[config.mk]
export PLATFORM = sky130hd
export DESIGN_NAME = forwarding_unit
export DESIGN_NICKNAME = d
export VERILOG_FILES = /design/src/rtl/forwarding_unit.sv
export SDC_FILE = /design/constraint.sdc
export NUM_CORES = 1
export LEC_CHECK = 0
export ABC_AREA = 0
export CELL_PAD_IN_SITES_DETAIL_PLACEMENT = 2
export CELL_PAD_IN_SITES_GLOBAL_PLACEMENT = 2
export CORE_AREA = 2 2 39 41
export DETAILED_ROUTE_END_ITERATION = 8
export DIE_AREA = 0 0 41 43
export DONT_BUFFER_PORTS = 1
export GPL_TIMING_DRIVEN = 0
export PLACE_DENSITY_LB_ADDON = 0.1
export SLEW_MARGIN = 20
export SYNTH_ARGS = -nofsm -noshare
export SYNTH_HDL_FRONTEND = slang
export SYNTH_SLANG_ARGS = --single-unit
[constraint.sdc]
create_clock -name clk -period 0.9 [get_ports clk]
set_clock_uncertainty 0.2 [all_clocks]
set_input_delay 0.18 -clock clk [delete_from_list [all_inputs] [get_ports clk]]
set_output_delay 0.18 -clock clk [all_outputs]
set_load 0.01 [all_outputs]
[src/rtl/forwarding_unit.sv]
// EX-stage operand forwarding control: compares ID-stage source registers against
// in-flight EX/MEM and MEM/WB destinations and registers the resulting mux selects.
module forwarding_unit #(
    parameter int REG_ADDR_W = 4
) (
    input  logic                  clk,
    input  logic                  rst_n,
    input  logic [REG_ADDR_W-1:0] registerOP1ID,
    input  logic [REG_ADDR_W-1:0] registerOP2ID,
    input  logic [REG_ADDR_W-1:0] registerOP1EX,
    input  logic [REG_ADDR_W-1:0] registerOP1MEM,
    input  logic                  regWriteMEM,
    input  logic                  regWriteWB,
    output logic [1:0]            forwardA,
    output logic [1:0]            forwardB
);

    localparam logic [1:0] SEL_REGFILE = 2'b00;
    localparam logic [1:0] SEL_MEM_WB  = 2'b01;
    localparam logic [1:0] SEL_EX_MEM  = 2'b10;

    logic [1:0] next_a;
    logic [1:0] next_b;

    // EX/MEM wins over MEM/WB because it carries the younger write to the register.
    function automatic logic [1:0] pick_source(
        input logic [REG_ADDR_W-1:0] src,
        input logic [REG_ADDR_W-1:0] dst_ex,
        input logic [REG_ADDR_W-1:0] dst_mem,
        input logic                  wr_ex,
        input logic                  wr_mem
    );
        logic [1:0] sel;
        sel = SEL_REGFILE;
        if (wr_ex && (dst_ex == src)) begin
            sel = SEL_EX_MEM;
        end else if (wr_mem && (dst_mem == src)) begin
            sel = SEL_MEM_WB;
        end
        return sel;
    endfunction

    always_comb begin
        next_a = SEL_REGFILE;
        next_b = SEL_REGFILE;
        next_a = pick_source(registerOP1ID, registerOP1EX, registerOP1MEM,
                             regWriteMEM, regWriteWB);
        next_b = pick_source(registerOP2ID, registerOP1EX, registerOP1MEM,
                             regWriteMEM, regWriteWB);
    end

    always_ff @(posedge clk or negedge rst_n) begin
        if (!rst_n) begin
            forwardA <= SEL_REGFILE;
            forwardB <= SEL_REGFILE;
        end else begin
            forwardA <= next_a;
            forwardB <= next_b;
        end
    end

endmodule

==> impl_metrics.py, run 1 <==
metrics = {
    "outcome": {
        "status": "finished, violations left",
        "violations": "negative hold slack, negative setup slack",
    },
    "cts": {
        "worst_setup_hold_path_clk_slew_ns": 0.04,
        "tritoncts.num_buffers": 3,
        "cts.path.max_buffers": 2,
        "post_cts_hold_buffer_count": 1,
        "clock_sinks": 4,
        "cts_htree_levels": 1,
        "cts_tree": "done",
        "cts-root-buf": "sky130_fd_sc_hd__clkbuf_4",
    },
    "yosys": {
        "ys_seq_elements": 4,
        "synth.area.top_cells": "sky130_fd_sc_hd__dfrtp_1 31%, sky130_fd_sc_hd__xor2_1 22%, sky130_fd_sc_hd__nor3b_2 7.8%",
        "yosysTopAreaCell": "sky130_fd_sc_hd__dfrtp_1",
        "avg_cell_area_syn_um2": 9.46,
        "synthesis.yosys.warnings": 0,
        "synth_flop_type": "sky130_fd_sc_hd__dfrtp_1",
        "synth_top_area_share_pct": 31.1,
        "yosys-top-cells-count": "8 x sky130_fd_sc_hd__xor2_1, 4 x sky130_fd_sc_hd__dfrtp_1, 4 x sky130_fd_sc_hd__inv_1",
        "seq_area_frac_synth_pct": 31.1,
        "post_synth_edffs": 0,
        "synth-async-reset-ratio_pct": 100,
        "netlist-cell-type-count": 12,
        "synth_nets": 54,
        "syn_inst": 34,
        "post_synth_instance_area_um2": 322,
        "synth.most_common_cell": "sky130_fd_sc_hd__xor2_1",
    },
    "min_path": {
        "min-delay-path-class": "in2reg",
        "whs_path_depth": 2,
    },
    "cells_and_area": {
        "final_cell_utilization_of_the_core_pct": 28.7,
        "layout-drive-gt1-share_pct": 20.5,
        "signed_area_change_from_the_synthesized_netlist_to_the_final_layout_pct": 23.3,
        "final_nets": 61,
        "antennaDiodeCount": 0,
        "finalInstanceArea_um2": 397,
    },
    "job": {
        "max_cap_viol_count": 0,
    },
    "critical_path": {
        "start_kind": "register",
        "path_max_fanout": 1,
        "critical_path.startpoint": "forwardB[0]",
        "arrival_ns": 0.62,
        "setup.worst_path.class": "reg2out",
        "critical_path_required_ns": 0.52,
        "end_kind": "output pin",
        "critical_path_cell_count": 0,
        "worst_setup_path_endpoint": "forwardB[0]",
    },
    "timing": {
        "timing.fmax_mhz": 997,
        "timing_hold_violations_final": 3,
        "timing_worst_slew_pin_value_ns": 0.313,
        "slew-limit-headroom_pct": 79.1,
        "setup_tns_ns": -0.484,
        "final.hold.worst_slack_ns": -0.115,
        "final_min_period_over_clock_period_pct": 111,
        "timing_max_transition_violations_final": 0,
        "worst_slack_ns": -0.103,
        "rsz0062_at_grt": "yes",
        "finalWorstPathRequiredPeriod_ns": 1.00,
        "final_setup_violation_count": 7,
    },
    "placement": {
        "io_buffers": 0,
        "globalplace.congestion": 0.668,
        "place_area_um2": 344,
        "post-dp-hpwl_um": 793,
    },
    "detailed_routing": {
        "postRouteWirelength_um": 899,
        "remaining_drc_errors": 0,
        "route.antenna.remaining_nets": 0,
        "drtPass1Iterations": 4,
        "routed-via-count": 271,
        "wl_per_cell_um": 16.3,
        "number_of_violations_reported_at_the_end_of_detailed_routing_iteration_0": 6,
        "routed_via_count_divided_by_cell_count": 4.93,
    },
    "floorplanning": {
        "row_count": 14,
        "initial_utilization_pct": 23.2,
        "die_area_um2": 1760,
        "num_io_pins": 24,
        "core_um2": 1380,
        "dieHeight_um": 43,
        "floorplan.die.width_um": 41,
    },
    "grt": {
        "antenna_found_initial": 0,
        "first_global_vias": 345,
        "global_route.usage.total_pct": 11.8,
        "grt_max_degree": 5,
        "grt_pass1_wl_mm": 1.36,
        "grt-ovfl-total": 0,
    },
    "pwr": {
        "leakagePower_nw": 0.174,
        "peakVddDrop_mv": 0.249,
        "power-per-cell-area_nw_per_um2": 1250,
    },
}
worst min path at each step:
| stage | from | to | slack (ns) |
|---|---|---|---|
| floorplan | rst_n | forwardA[0] | -0.32 |
| global placement | rst_n | forwardB[1] | -0.32 |
| detailed placement | rst_n | forwardA[0] | -0.32 |
| CTS | regWriteWB | forwardB[0] | -0.11 |
| global route | regWriteWB | forwardB[0] | -0.12 |
| finish | regWriteWB | forwardB[0] | -0.11 |
layer usage:
metal	vias to the layer above	track usage [%]	share of wire, %
li1	129	-	-
met1	124	12.3	35
met2	18	18.4	54
met3	0	2.62	11
met4	0	10.0	0
met5	-	0	0
placed cells by master, fill, tap and decap left out, types with 2 or more instances in the layout:
cell type                   synthesis  layout
sky130_fd_sc_hd__nor3b_2            2       2
sky130_fd_sc_hd__nor2_1             2       2
sky130_fd_sc_hd__xnor2_1            2       2
sky130_fd_sc_hd__inv_1              4       2
sky130_fd_sc_hd__clkbuf_4           0       3
sky130_fd_sc_hd__dfrtp_1            4       4
sky130_fd_sc_hd__or2b_1             3       3
sky130_fd_sc_hd__xor2_1             8       8
sky130_fd_sc_hd__o2111ai_1          2       2
sky130_fd_sc_hd__a222oi_1           2       2
sky130_fd_sc_hd__nor3_1             2       2
sky130_fd_sc_hd__inv_8              0       2
sky130_fd_sc_hd__nand3_1            2       2
layout make-up:
cell class | count | area (um^2)
Inverter | 4 | 30.0
Tap cell | 16 | 20.0
Timing Repair Buffer | 2 | 17.5
Clock buffer | 3 | 22.5
Multi-Input combinational cell | 26 | 206
Fill cell | 161 | 987
Sequential cell | 4 | 100
kinds of logic (layout without fill, tap and decap cells):
kind of cell,after synthesis,in the layout,synth area share (%)
and+or+nand+nor,12,12,25.3
xor gates and xnor gates,10,10,27.2
AOI/OAI and AO/OA,4,4,11.7
DFF,4,4,31.1
buffers and inverters,4,9,4.67
flip-flops by register name, summed over array words and instances, names as in the netlist:
name and cells:
forwardA 2, forwardB 2
through the flow:
stage	power (W)	setup slack, ns	std cells	hold slack, ns
after CTS	0.000510	-0.119	54	-0.110
after global placement	0.000273	-0.268	50	-0.316
after detailed placement	0.000276	-0.259	50	-0.315
final	0.000497	-0.103	55	-0.115
after floorplan	0.000260	-0.129	34	-0.316
after global routing	0.000547	-0.137	55	-0.121
power breakdown:
group / switching [W] / total (W) / internal (W)
combinational: 0.0000405 / 0.0000933 / 0.0000528
sequential: 0.00000466 / 0.000191 / 0.000186
clock: 0.0000638 / 0.000212 / 0.000148
total: 0.000109 / 0.000497 / 0.000388
what timing repair did:
item / CTS / global route
gates cloned: 0 / 0
pin swaps: 0 / 3
setup buffers: 0 / 1
hold endpoints to repair: 8 / 3
endpoints found under the setup margin: 5 / 6
gates resized for setup: 2 / 3
(Power assumes the default switching activity.)
==> run 2: changes to the inputs <==
SKIP_LAST_GASP = 1   (was unset)
==> run 2 against run 1 <==
  * The run still ends with negative hold slack, negative setup slack left
  * Core utilization shrank 0.36 points
  * Critical path depth is the same
  * Design area shrank 1.3%
  * Sequential cell count is the same
  * Largest cell class unchanged
  * Routed wire length grew 1.8%
  * Worst setup slack is the same
  * Die area is the same
  * Clock power is essentially flat
  * Non-clock buffer count is the same
  * Largest power group unchanged
  * Power shrank 0.16%
==> impl_metrics.py, run 2 (same netlist as run 1, synthesis figures left out) <==
metrics = {
    "timing": {
        "final_min_period_over_clock_period_pct": 111,
        "timing_max_transition_violations_final": 0,
        "timing_hold_violations_final": 3,
        "final_setup_violation_count": 7,
        "finalWorstPathRequiredPeriod_ns": 1.00,
        "timing_worst_slew_pin_value_ns": 0.317,
        "timing.fmax_mhz": 997,
        "rsz0062_at_grt": "yes",
        "worst_slack_ns": -0.103,
        "slew-limit-headroom_pct": 78.8,
        "final.hold.worst_slack_ns": -0.115,
    },
    "cts": {
        "post_cts_hold_buffer_count": 1,
        "cts-root-buf": "sky130_fd_sc_hd__clkbuf_4",
        "cts_htree_levels": 1,
        "worst_setup_hold_path_clk_slew_ns": 0.04,
        "cts_tree": "done",
        "clock_sinks": 4,
        "cts.path.max_buffers": 2,
        "tritoncts.num_buffers": 3,
    },
    "floorplanning": {
        "num_io_pins": 24,
        "initial_utilization_pct": 23.2,
        "floorplan.die.width_um": 41,
        "dieHeight_um": 43,
        "row_count": 14,
        "core_um2": 1380,
        "die_area_um2": 1760,
    },
    "grt": {
        "grt_pass1_wl_mm": 1.36,
        "antenna_found_initial": 0,
        "global_route.usage.total_pct": 11.8,
        "grt_max_degree": 5,
        "grt-ovfl-total": 0,
        "first_global_vias": 345,
    },
    "cells_and_area": {
        "antennaDiodeCount": 0,
        "final_nets": 61,
        "signed_area_change_from_the_synthesized_netlist_to_the_final_layout_pct": 21.8,
        "most-common-layout-cells": "8 x sky130_fd_sc_hd__xor2_1, 4 x sky130_fd_sc_hd__dfrtp_1, 3 x sky130_fd_sc_hd__or2b_1, 3 x sky130_fd_sc_hd__clkbuf_4",
        "layout-drive-gt1-share_pct": 20.5,
        "multi_input_area_um2": 206,
        "fillCellCount": 161,
        "finalInstanceArea_um2": 392,
        "final_cell_utilization_of_the_core_pct": 28.3,
        "seq_area_um2": 100,
        "layout_top_registers": "forwardA x2, forwardB x2",
        "final_common_cell": "sky130_fd_sc_hd__xor2_1",
    },
    "critical_path": {
        "path_max_fanout": 1,
        "critical_path_required_ns": 0.52,
        "setup.worst_path.class": "reg2out",
        "critical_path.startpoint": "forwardB[0]",
        "end_kind": "output pin",
        "arrival_ns": 0.62,
        "start_kind": "register",
        "critical_path_cell_count": 0,
    },
    "pwr": {
        "power-per-cell-area_nw_per_um2": 1270,
        "leakagePower_nw": 0.172,
        "peakVddDrop_mv": 0.249,
        "power_w": 0.000496,
    },
    "detailed_routing": {
        "wl_per_cell_um": 16.6,
        "routed_via_count_divided_by_cell_count": 5.07,
        "remaining_drc_errors": 0,
        "drtPass1Iterations": 4,
        "number_of_violations_reported_at_the_end_of_detailed_routing_iteration_0": 7,
        "postRouteWirelength_um": 915,
        "route.antenna.remaining_nets": 0,
        "routed-via-count": 279,
    },
    "placement": {
        "post-dp-hpwl_um": 793,
        "io_buffers": 0,
        "placement_setup_slack_ns": -0.259,
        "place_area_um2": 344,
        "globalplace.congestion": 0.668,
    },
    "job": {
        "max_cap_viol_count": 0,
    },
    "min_path": {
        "whs_path_depth": 2,
        "min-delay-path-class": "in2reg",
        "min_from": "regWriteWB",
    },
    "outcome": {
        "violations": "negative hold slack, negative setup slack",
        "status": "finished, violations left",
    },
}
run 2: routing by layer:
layer	GRT usage [%]	part of all wire (%)	up-vias
met4	10.0	0	0
li1	-	-	129
met1	12.3	36	132
met5	0	0	-
met2	18.4	54	18
met3	2.62	9.8	0
run 2: final timing paths:
| check | to |
|---|---|
| max | forwardB[0] |
| min in group asynchronous | forwardA[1] |
| max in group asynchronous | forwardA[0] |
| min | forwardB[0] |
run 2: stage by stage:
step	std cells	setup TNS (ns)
after floorplan	34	-0.353
after global placement	50	-0.862
after detailed placement	50	-0.769
after CTS	54	-0.487
after global routing	55	-0.677
final	55	-0.491
run 2: timing repair:
action / 4_1_cts / 5_1_grt
endpoints found under the hold margin: 8 / 3
resized for setup: 0 / 3
buffers inserted: 0 / 1
pin swaps: 0 / 3
gates cloned: 0 / 0
endpoints found under the setup margin: 5 / 6
run 2: power by group:
group          internal [W]   total, W  switching (W)  leakage, nW
Sequential         0.000186   0.000191     0.00000466       0.0553
Combinational     0.0000517  0.0000925      0.0000408        0.103
Clock              0.000148   0.000212      0.0000638       0.0138
run 2: layout make-up:
class | count | share of cell area (%)
Tap cell | 16 | 5.11
Inverter | 4 | 6.39
Multi-Input combinational cell | 26 | 52.7
Timing Repair Buffer | 2 | 4.47
Clock buffer | 3 | 5.75
Sequential cell | 4 | 25.6
